<file path="config.mk">
export PLATFORM = sky130hd
export DESIGN_NAME = mem_arbiter
export DESIGN_NICKNAME = d
export VERILOG_FILES = /design/src/rtl/mem_arb_pkg.sv /design/src/rtl/rr_pick2.sv /design/src/rtl/mem_arbiter.sv
export SDC_FILE = /design/constraint.sdc
export NUM_CORES = 1
export LEC_CHECK = 0
export CORE_UTILIZATION = 41
export DETAILED_ROUTE_END_ITERATION = 6
export HOLD_SLACK_MARGIN = 0.05
export PLACE_DENSITY = 0.81
export SLEW_MARGIN = 40
export SYNTH_ARGS = -nofsm -noshare
export SYNTH_HDL_FRONTEND = slang
export SYNTH_SLANG_ARGS = --single-unit
</file>
<file path="constraint.sdc">
create_clock -name clk -period 1.8 [get_ports clk]
set_input_delay 0.54 -clock clk [delete_from_list [all_inputs] [get_ports clk]]
set_output_delay 0.54 -clock clk [all_outputs]
set_load 0.01 [all_outputs]
</file>
<file path="src/rtl/mem_arb_pkg.sv">
// Shared types and constants for the two-port memory arbiter.
package mem_arb_pkg;

  typedef enum logic [1:0] {
    IDLE    = 2'd0,
    GRANT_I = 2'd1,
    GRANT_D = 2'd2,
    DONE    = 2'd3
  } arb_state_t;

  typedef enum logic {
    PORT_I = 1'b0,
    PORT_D = 1'b1
  } port_id_t;

  localparam logic [1:0] BE_WORD = 2'b11;

endpackage

</file>
<file path="src/rtl/rr_pick2.sv">
// Two-way round-robin picker: on contention the port that did not win last time is chosen.
module rr_pick2
  import mem_arb_pkg::*;
(
  input  logic     i_req,
  input  logic     d_req,
  input  port_id_t last_grant,
  output logic     grant_valid,
  output port_id_t grant_id
);

  // Combinational grant selection
  always_comb begin
    grant_valid = i_req | d_req;
    grant_id    = PORT_D;
    if (i_req && d_req) begin
      grant_id = (last_grant == PORT_D) ? PORT_I : PORT_D;
    end else if (i_req) begin
      grant_id = PORT_I;
    end else begin
      grant_id = PORT_D;
    end
  end

endmodule

</file>
<file path="src/rtl/mem_arbiter.sv">
// Merges the read-only instruction port and the read/write data port onto one memory port,
// with registered memory strobes and registered one-cycle responses.
module mem_arbiter
  import mem_arb_pkg::*;
#(
  parameter int ADDR_W = 16,
  parameter int DATA_W = 16
) (
  input  logic              clk,
  input  logic              rst_n,
  input  logic              i_read,
  input  logic [ADDR_W-1:0] i_address,
  output logic              i_resp,
  output logic [DATA_W-1:0] i_rdata,
  input  logic              d_read,
  input  logic              d_write,
  input  logic [1:0]        d_byte_enable,
  input  logic [ADDR_W-1:0] d_address,
  input  logic [DATA_W-1:0] d_wdata,
  output logic              d_resp,
  output logic [DATA_W-1:0] d_rdata,
  output logic              mem_read,
  output logic              mem_write,
  output logic [1:0]        mem_byte_enable,
  output logic [ADDR_W-1:0] mem_address,
  output logic [DATA_W-1:0] mem_wdata,
  input  logic              mem_resp,
  input  logic [DATA_W-1:0] mem_rdata
);

  arb_state_t        state_r;
  arb_state_t        state_next_s;
  port_id_t          last_grant_r;
  logic              pick_valid_s;
  port_id_t          pick_id_s;

  logic              mem_read_r;
  logic              mem_write_r;
  logic [1:0]        mem_be_r;
  logic [ADDR_W-1:0] mem_addr_r;
  logic [DATA_W-1:0] mem_wdata_r;
  logic              i_resp_r;
  logic              d_resp_r;
  logic [DATA_W-1:0] i_rdata_r;
  logic [DATA_W-1:0] d_rdata_r;

  rr_pick2 u_pick (
    .i_req       (i_read),
    .d_req       (d_read | d_write),
    .last_grant  (last_grant_r),
    .grant_valid (pick_valid_s),
    .grant_id    (pick_id_s)
  );

  // State register
  always_ff @(posedge clk or negedge rst_n) begin
    if (!rst_n) begin
      state_r <= IDLE;
    end else begin
      state_r <= state_next_s;
    end
  end

  // Next-state logic; DONE always spends exactly one cycle so memory can return to idle
  always_comb begin
    state_next_s = state_r;
    case (state_r)
      IDLE: begin
        if (pick_valid_s) begin
          state_next_s = (pick_id_s == PORT_I) ? GRANT_I : GRANT_D;
        end else begin
          state_next_s = IDLE;
        end
      end
      GRANT_I, GRANT_D: begin
        if (mem_resp) begin
          state_next_s = DONE;
        end else begin
          state_next_s = state_r;
        end
      end
      DONE:    state_next_s = IDLE;
      default: state_next_s = IDLE;
    endcase
  end

  // Memory request registers, response pulses and captured read data
  always_ff @(posedge clk or negedge rst_n) begin
    if (!rst_n) begin
      last_grant_r <= PORT_D;
      mem_read_r   <= 1'b0;
      mem_write_r  <= 1'b0;
      mem_be_r     <= 2'b00;
      mem_addr_r   <= {ADDR_W{1'b0}};
      mem_wdata_r  <= {DATA_W{1'b0}};
      i_resp_r     <= 1'b0;
      d_resp_r     <= 1'b0;
      i_rdata_r    <= {DATA_W{1'b0}};
      d_rdata_r    <= {DATA_W{1'b0}};
    end else begin
      case (state_r)
        IDLE: begin
          if (pick_valid_s) begin
            last_grant_r <= pick_id_s;
            if (pick_id_s == PORT_I) begin
              mem_read_r  <= 1'b1;
              mem_write_r <= 1'b0;
              mem_be_r    <= BE_WORD;
              mem_addr_r  <= i_address;
              mem_wdata_r <= {DATA_W{1'b0}};
            end else begin
              // A simultaneous read and write request is served as a write
              mem_read_r  <= ~d_write;
              mem_write_r <= d_write;
              mem_be_r    <= d_byte_enable;
              mem_addr_r  <= d_address;
              mem_wdata_r <= d_wdata;
            end
          end
        end
        GRANT_I: begin
          if (mem_resp) begin
            i_rdata_r   <= mem_rdata;
            i_resp_r    <= 1'b1;
            mem_read_r  <= 1'b0;
            mem_write_r <= 1'b0;
          end
        end
        GRANT_D: begin
          if (mem_resp) begin
            d_rdata_r   <= mem_rdata;
            d_resp_r    <= 1'b1;
            mem_read_r  <= 1'b0;
            mem_write_r <= 1'b0;
          end
        end
        DONE: begin
          i_resp_r <= 1'b0;
          d_resp_r <= 1'b0;
        end
        default: begin
          mem_read_r  <= 1'b0;
          mem_write_r <= 1'b0;
        end
      endcase
    end
  end

  assign mem_read        = mem_read_r;
  assign mem_write       = mem_write_r;
  assign mem_byte_enable = mem_be_r;
  assign mem_address     = mem_addr_r;
  assign mem_wdata       = mem_wdata_r;
  assign i_resp          = i_resp_r;
  assign i_rdata         = i_rdata_r;
  assign d_resp          = d_resp_r;
  assign d_rdata         = d_rdata_r;

endmodule

</file>
==> flow_summary.json <==
{
  "wire_per_inst_um": 16.0,
  "yosysSeqAreaShare_pct": 59.3,
  "r2r_end": "mem_address[5]",
  "gp_routability_congestion": 0.842,
  "p_leak_nw": 2.44,
  "first_global_vias": 2604,
  "final_area_sq_um": 4930,
  "reg2regPathDepth": 6,
  "synth-edff-count": 0,
  "max_cap_violations": 0,
  "dp_hpwl_um": 5880,
  "synth_area_sq_um": 3080,
  "htree_levels": 3,
  "clkPwrFrac_pct": 14.7,
  "setup_viol": 0,
  "antenna_found_initial": 0,
  "cp_num_buf_inv": 1,
  "clock_path_buffers": 2,
  "synthDistinctLibCells": 31,
  "clk_latency_ps": 340,
  "max_stage_delay_ps": 540,
  "worstPathRequired_ps": 1260,
  "diodes": 0,
  "drcViolationCount": 0,
  "setup_total_negative_slack_ps": 0,
  "p_int_mw": 5.14,
  "rows": 31,
  "max_freq_mhz": 568,
  "drtIter0Drc": 70,
  "syn_avg_cell_area_sq_um": 12.3,
  "worst_slew_pin_slew_ps": 427,
  "wl_um": 8090,
  "r2r-start": "state_r[0]",
  "grt_setup_unrepaired": "false",
  "yosys.cell_count.top_type": "dfrtp_1",
  "end_kind": "output port",
  "start_util_pct": 42.5,
  "place_ws_ps": -285,
  "route.met2.wl_um": 3770,
  "utilization_pct": 68.0,
  "yosysTopAreaCell": "dfrtp_1",
  "p_per_area_nw_per_um2": 1620,
  "nets": 478,
  "synth_fp_nets": 327,
  "die_area_sq_um": 7870,
  "sequentialPowerShare_pct": 36.2,
  "grt_overflow": 0,
  "ys_top_cells_by_count": "72 x dfrtp_1, 32 x mux2_2, 22 x a21oi_1",
  "syn_inst": 250,
  "cts.sink_count": 73,
  "numCtsBuffers": 9,
  "arrival_ps": 1220,
  "ys_ff_latch": 73,
  "syn_to_final_growth_pct": 60.1,
  "p_sw_mw": 2.87,
  "synth_warnings": 0,
  "critPathMaxFanout": 2,
  "critPathTopFamily": "buffers and inverters",
  "cp_slowest_cell": "clkdlybuf4s50_1",
  "ir_worst_vdd_v": 0.000691,
  "grtUsageTotal_pct": 21.0,
  "cts_tree": "built",
  "post-place-cells": 488,
  "grt_pass1_wl_um": 12400,
  "cts.clk_slew.worst_paths_ps": 80,
  "top_layer": "met4",
  "worst_slew_margin_rel_pct": 71.6,
  "drive_above_1_share_pct": 17.5,
  "final-hold-violation-count": 0,
  "die_h_um": 88.7,
  "holdCritPathClass": "in -> async",
  "dpl_cell_area_sq_um": 4690,
  "period_share_pct": 97.8,
  "synth_flop_cell": "dfrtp_1",
  "slew_violations": 0,
  "die_w_um": 88.7,
  "switching_share_pct": 35.8,
  "root_buffer": "clkbuf_8",
  "port-buffer-count": 141,
  "critPathLaunchType": "flip-flop",
  "wl_met1_um": 3300,
  "ant_nets": 0,
  "combPwrFrac_pct": 49.1,
  "vias": 2607,
  "min_period_ps": 1760,
  "io_pins": 142,
  "worstPathCellList": "clkdlybuf4s50_1",
  "final_cells": 505,
  "timing.clock.skew_ps": 10.1,
  "grt_start_max_net_pins": 37,
  "via_per_inst": 5.16,
  "final.setup.worst_slack_ps": 39.3,
  "wl_met3_um": 931,
  "status": "finished clean",
  "critical_path_class": "reg -> out",
  "synth.area.top_cells": "dfrtp_1 58%, mux2_2 12%, a22o_1 4.5%, a21oi_1 3.6%, a31oi_1 3.5%",
  "drt_first_pass_iters": 4,
  "core_area_sq_um": 7250,
  "synth_top_area_share_pct": 58.5,
  "rrSetupSlack_ps": 190,
  "async_flop_share_pct": 100
}
-- registers in the layout, summed over array words and instances, names as in the netlist --
| signal | flops |
|---|---|
| last_grant_r | 1 |
| i_rdata | 16 |
| i_resp | 1 |
| state_r | 2 |
| d_resp | 1 |
| d_rdata | 16 |
| mem_byte_enable | 2 |
| mem_address | 16 |
| mem_wdata | 16 |
| mem_write | 1 |
| mem_read | 1 |
-- stage by stage --
stage	hold WS, ps	power, mW
floorplan	244	4.91
global placement	487	7.06
detailed placement	491	7.20
CTS	130	8.19
global route	155	8.54
finish	132	8.00
-- what timing repair did --
item | in CTS | in global routing
endpoints found under the setup margin | 34 | 33
setup buffers | 1 | 0
hold buffers | 0 | 0
resized for setup | 33 | 33
pin swaps | 0 | 0
-- cell type report --
type / instances / area [sq um]
Inverter: 7 / 26.3
Sequential cell: 73 / 1830
Tap cell: 99 / 124
Timing Repair Buffer: 157 / 1650
Fill cell: 546 / 2320
Multi-Input combinational cell: 153 / 1130
Clock buffer: 9 / 124
Clock inverter: 7 / 58.8
-- cells by family (layout without fill, tap and decap cells) --
family	after synthesis	in the layout	share of synthesized area, %
AOI/OAI and AO/OA	86	86	18.7
and+or+nand+nor	29	29	3.90
DFF	73	73	59.3
buffers and inverters	24	180	4.06
adders and majority gates	5	5	2.03
muxes	33	33	12.0
-- placed cells by master (no fill, tap or decap), types with 2 or more instances in the layout --
| cell type | netlist | final |
|---|---|---|
| a22o_1 | 16 | 16 |
| inv_1 | 7 | 7 |
| a21oi_1 | 22 | 22 |
| nor2_1 | 20 | 20 |
| dfrtp_1 | 72 | 72 |
| nand2_1 | 5 | 5 |
| buf_12 | 0 | 6 |
| clkinvlp_4 | 0 | 2 |
| nor2b_1 | 2 | 2 |
| a31oi_1 | 17 | 17 |
| mux2_2 | 32 | 32 |
| inv_6 | 0 | 4 |
| ha_1 | 5 | 5 |
| dlymetal6s2s_1 | 0 | 33 |
| o21ai_0 | 19 | 19 |
| clkbuf_8 | 0 | 9 |
| buf_4 | 2 | 11 |
| clkdlybuf4s50_1 | 0 | 74 |
| dlygate4sd2_1 | 0 | 33 |
-- per-layer routing --
| metal | vias up | track usage [%] |
|---|---|---|
| li1 | 1212 | - |
| met1 | 1230 | 25.6 |
| met2 | 155 | 34.3 |
| met3 | 10 | 7.84 |
| met4 | 0 | 7.62 |
| met5 | - | 0 |
-- power groups by stage --
stage	Sequential [mW]	Clock [mW]	Combinational (mW)
6_report	2.90	1.18	3.93
5_1_grt	2.98	1.28	4.27
4_1_cts	2.92	1.21	4.06
3_5_place_dp	2.94	0	4.26
3_3_place_gp	2.92	0	4.14
2_1_floorplan	3.23	0	1.68
-- how the worst max path moves through the flow --
stage          depth (start not counted)            endpoint   startpoint  slack (ps)
5_1_grt                                1         i_rdata[11]  i_rdata[11]           2
6_report                               1         i_rdata[11]  i_rdata[11]          40
4_1_cts                                1          d_rdata[4]   d_rdata[4]         0.8
3_5_place_dp                           4  mem_byte_enable[1]      d_write        -280
3_3_place_gp                           5      mem_address[7]      d_write        -230
2_1_floorplan                          5       mem_wdata[10]       d_read         220
Note: power is estimated with default switching activity, not from simulation.
==> patch 1 (same settings) <==
`ADDR_W`: 16 -> 15.
--- a/src/rtl/mem_arbiter.sv
+++ b/src/rtl/mem_arbiter.sv
@@ -5,3 +5,3 @@
 #(
-  parameter int ADDR_W = 16,
+  parameter int ADDR_W = 15,
   parameter int DATA_W = 16
Interface: changed (resized d_address, i_address and mem_address); port bits go from 142 to 139. No check against the original RTL was run, so the function may have changed too.
==> patch 1 against the original RTL <==
Critical path depth stayed put. Critical path type unchanged. Sequential cell count is 1 lower. Clock skew is 0.0036 ns lower. Area after synthesis is 1.4% lower. Cell area is 1.1% lower. Sequential share of layout area is 0.085 points lower. Routed wire length is 2.2% lower. Cell count is 1.2% lower. Worst setup slack better by 0.012 ns. First-iteration DRC count is 8.6% lower. Total power is 1.4% lower.
==> patch 1: results <==
[status]
status = "completed"

[final_layout]
drive_above_1_share_pct = 18.25
clockNetworkAreaShare_pct = 3.796
buffers = 156
fin_nets = 470
num-multi-input-gates = 149
seq_area_mm2 = 0.001803
nFillCells = 559
buffer_area_share_pct = 33.44
antenna_cells = 0
multi_input_area_share_pct = 22.72

[synthesis]
async_reset_ff_share_pct = 100.0
seq_area_frac_synth_pct = 59.35
syn_nets = 320
ys_ff_latch = 72
synth.area.top_cells = "dfrtp_1, mux2_2, a22o_1"
synth_warnings = 0
ys_top_cells_by_count = "dfrtp_1, mux2_2, a21oi_1"

[worst_setup_path]
cp_slowest_stage_delay_ns = 0.53
critPathSlowestCell = "clkdlybuf4s50_1"
cp_max_fo = 2

[power_and_ir_drop]
peakVddDrop_uv = 780.6
p_comb_share_pct = 49.4
p_seq_share_pct = 35.8
p_int_mw = 5.074
p_leak_nw = 2.424

[placement]
numPortBuffers = 138
gp_congestion = 0.8388
dp_hpwl_um = 5935
dp_slack_ns = -0.2898
placed_area_mm2 = 0.004631

[grt]
gr-usage-met2_pct = 37.49
grt_first_pass_wirelength_um = 12390
met3_usage_pct = 7.446
grt_pass1_vias = 2660
grtUsageTotal_pct = 21.24
use_met1_pct = 22.59
grt_start_max_net_pins = 37

[cts]
clk_latency_ns = 0.34
htree_levels = 3
cts_root_buf = "clkbuf_8"
path_clk_slew_ns = 0.08
cts_setup_buffers = 0
ctsResizeCount = 34
cts_made_buffers = 9
cts_buffer_depth = 2

[routing]
via_per_inst = 5.152
drtIter0Drc = 64
drtPass1Iterations = 4
wl_met1_um = 3011
met2_length_um = 3918
highest_layer = "met4"
routedWlPerCell_um = 15.86
wl_met3_um = 779

[timing]
slew_headroom_pct = 71.35
fin_skew_ns = 0.006541

[worst_hold_path]
hold_path.class = "input pin to async pin"
-- patch 1: stage by stage --
stage          std cells  power, mW  setup TNS, ns  util, %
2_1_floorplan        245      4.840              0        -
3_3_place_gp         482      6.944         -7.334    64.19
3_5_place_dp         482      7.103         -8.795    64.19
4_1_cts              498      8.055              0    66.16
5_1_grt              499      8.461              0    67.62
6_report             499      7.892              0    67.62
-- patch 1: cell families after synthesis --
group / count (synthesis) / share of synthesized area (%)
buffers and inverters: 24 / 4.160
adders and majority gates: 5 / 2.059
and+or+nand+nor: 28 / 3.830
AOI/OAI and AO/OA: 83 / 18.41
DFF: 72 / 59.35
muxes: 33 / 12.19
-- patch 1: worst paths after layout --
path,to,start,slack [ns],cells after the start
min reg2reg,mem_wdata[13],mem_wdata[13],0.50,1
max reg2reg,mem_address[8],state_r[1],0.17,6
max in group asynchronous,mem_address[5],rst_n,1.20,2
min,i_rdata[4],rst_n,0.08,1
max,i_rdata[11],i_rdata[11],0.05,1
min in group clk,mem_wdata[13],mem_wdata[13],0.50,1
==> patch 2 (config.mk and constraints unchanged) <==
Made on the original files. The 4 states of `arb_state_t` get a Gray code encoding in 2 bits.
--- a/src/rtl/mem_arb_pkg.sv
+++ b/src/rtl/mem_arb_pkg.sv
@@ -4,6 +4,6 @@
   typedef enum logic [1:0] {
-    IDLE    = 2'd0,
-    GRANT_I = 2'd1,
-    GRANT_D = 2'd2,
-    DONE    = 2'd3
+    IDLE    = 2'b00,
+    GRANT_I = 2'b01,
+    GRANT_D = 2'b11,
+    DONE    = 2'b10
   } arb_state_t;
Function: same outputs for any inputs over 10 cycles, from zero or initial values and one cycle with rst_n low; not proved beyond that.
==> patch 2 against the original RTL <==
Total power down 1.4%. Area after synthesis fell by 3.4%. Count of clock-buffer cells in the layout rose by 1. Core utilization rose by 1.7 points. Worst setup slack worse by 0.0062 ns. Critical path type unchanged. Cell area decreased by 2.5%. Sequential cell count is the same. Routed wire length fell by 1.6%. Critical path depth did not move. Maximum frequency is 0.35% lower. Register-to-register slack gained 0.10 ns. Die area decreased by 3.3%. Via count down 2.0%. Clock skew down 0.0052 ns.
==> patch 2: results <==
[grt]
grtUsageTotal_pct = 21.39
grt_pass1_vias = 2445
gr-usage-met2_pct = 35.72
use_met1_pct = 26.66
antenna_found_initial = 0
met3_usage_pct = 5.498
grt_start_max_net_pins = 45
grt_first_pass_wirelength_um = 12090

[power_and_ir_drop]
pg_comb_mw = 3.54
peakVddDrop_uv = 679.3
swShare_pct = 33.48
p_seq_mw = 2.91
p_leak_nw = 2.345

[synthesis]
synth_warnings = 0
syn_nets = 306
ys_top_cells_by_count = "dfrtp_1, mux2_2, a21oi_1, o21ai_0, nand3_1"
synth.area.top_cells = "dfrtp_1, mux2_2, a22o_1"
seq_area_frac_synth_pct = 61.41
yosysUniqueCellTypes = 28

[timing]
tightest_slew_ns = 0.4123
fin_skew_ns = 0.004879

[cts]
cts_buffer_depth = 2
cts_setup_buffers = 0
ctsResizeCount = 35
htree_levels = 3
clk_latency_ns = 0.34

[placement]
gp_congestion = 0.7600
placed_area_mm2 = 0.004562
dp_hpwl_um = 5744
dp_slack_ns = -0.2946

[worst_setup_path]
arrival_ns = 1.23

[status]
status = "completed"

[worst_hold_path]
hold_path.class = "input pin to async pin"

[routing]
routedWlPerCell_um = 16.43
via_per_inst = 5.266
drtIter0Drc = 62

[final_layout]
nFillCells = 538
fin_nets = 456
drive_above_1_share_pct = 17.74
patch 2: changes by cell type in the layout (fill, tap and decap cells not counted), sizes merged, moves of 4 or more:
cell / delta
dlymetal6s2s: -6
nor2: -19
clkdlybuf4s50: +4
nand3: +16
ha: -5
a21oi: -4
inv: -6
patch 2: logic make-up after synthesis:
group,Yosys count,synth area share (%)
AO/OA/AOI/OAI,77,16.48
AND/OR/NAND/NOR,27,4.708
flip-flops,73,61.41
buffers and inverters,23,4.581
multiplexers,34,12.82
patch 2: stage by stage:
step	util [%]	TNS, ns	hold WS [ns]	std cells	power [mW]
after floorplan	-	0	0.2444	234	4.707
after global placement	66.05	-12.69	0.4757	469	6.711
after detailed placement	66.05	-14.84	0.4843	469	6.855
after CTS	68.71	0	0.1175	485	8.037
after global routing	69.69	-0.005955	0.1336	485	8.357
final	69.69	0	0.1182	485	7.890
patch 2: per-layer routing:
metal / routed length, um / vias up
met5: 0 / -
met4: 97 / 0
met3: 661 / 11
met2: 3888 / 137
met1: 3320 / 1241
li1: - / 1165
patch 2: final timing paths:
kind	start	end	slack, ns	depth (start not counted)
worst max-delay path	d_rdata[3]	d_rdata[3]	0.03	1
worst max register to register	state_r[0]	i_rdata[2]	0.29	3
max in group asynchronous	rst_n	i_rdata[2]	1.11	2
min in group clk	i_rdata[10]	i_rdata[10]	0.50	1
worst min register to register	i_rdata[10]	i_rdata[10]	0.50	1
worst min-delay path	rst_n	d_rdata[13]	0.12	1
patch 2: area by class of cell:
class | count | area share (%)
Clock buffer | 10 | 2.859
Clock inverter | 6 | 1.872
Inverter | 4 | 0.3119
Multi-Input combinational cell | 138 | 21.03
Sequential cell | 73 | 37.98
Tap cell | 96 | 2.495
Timing Repair Buffer | 158 | 33.45
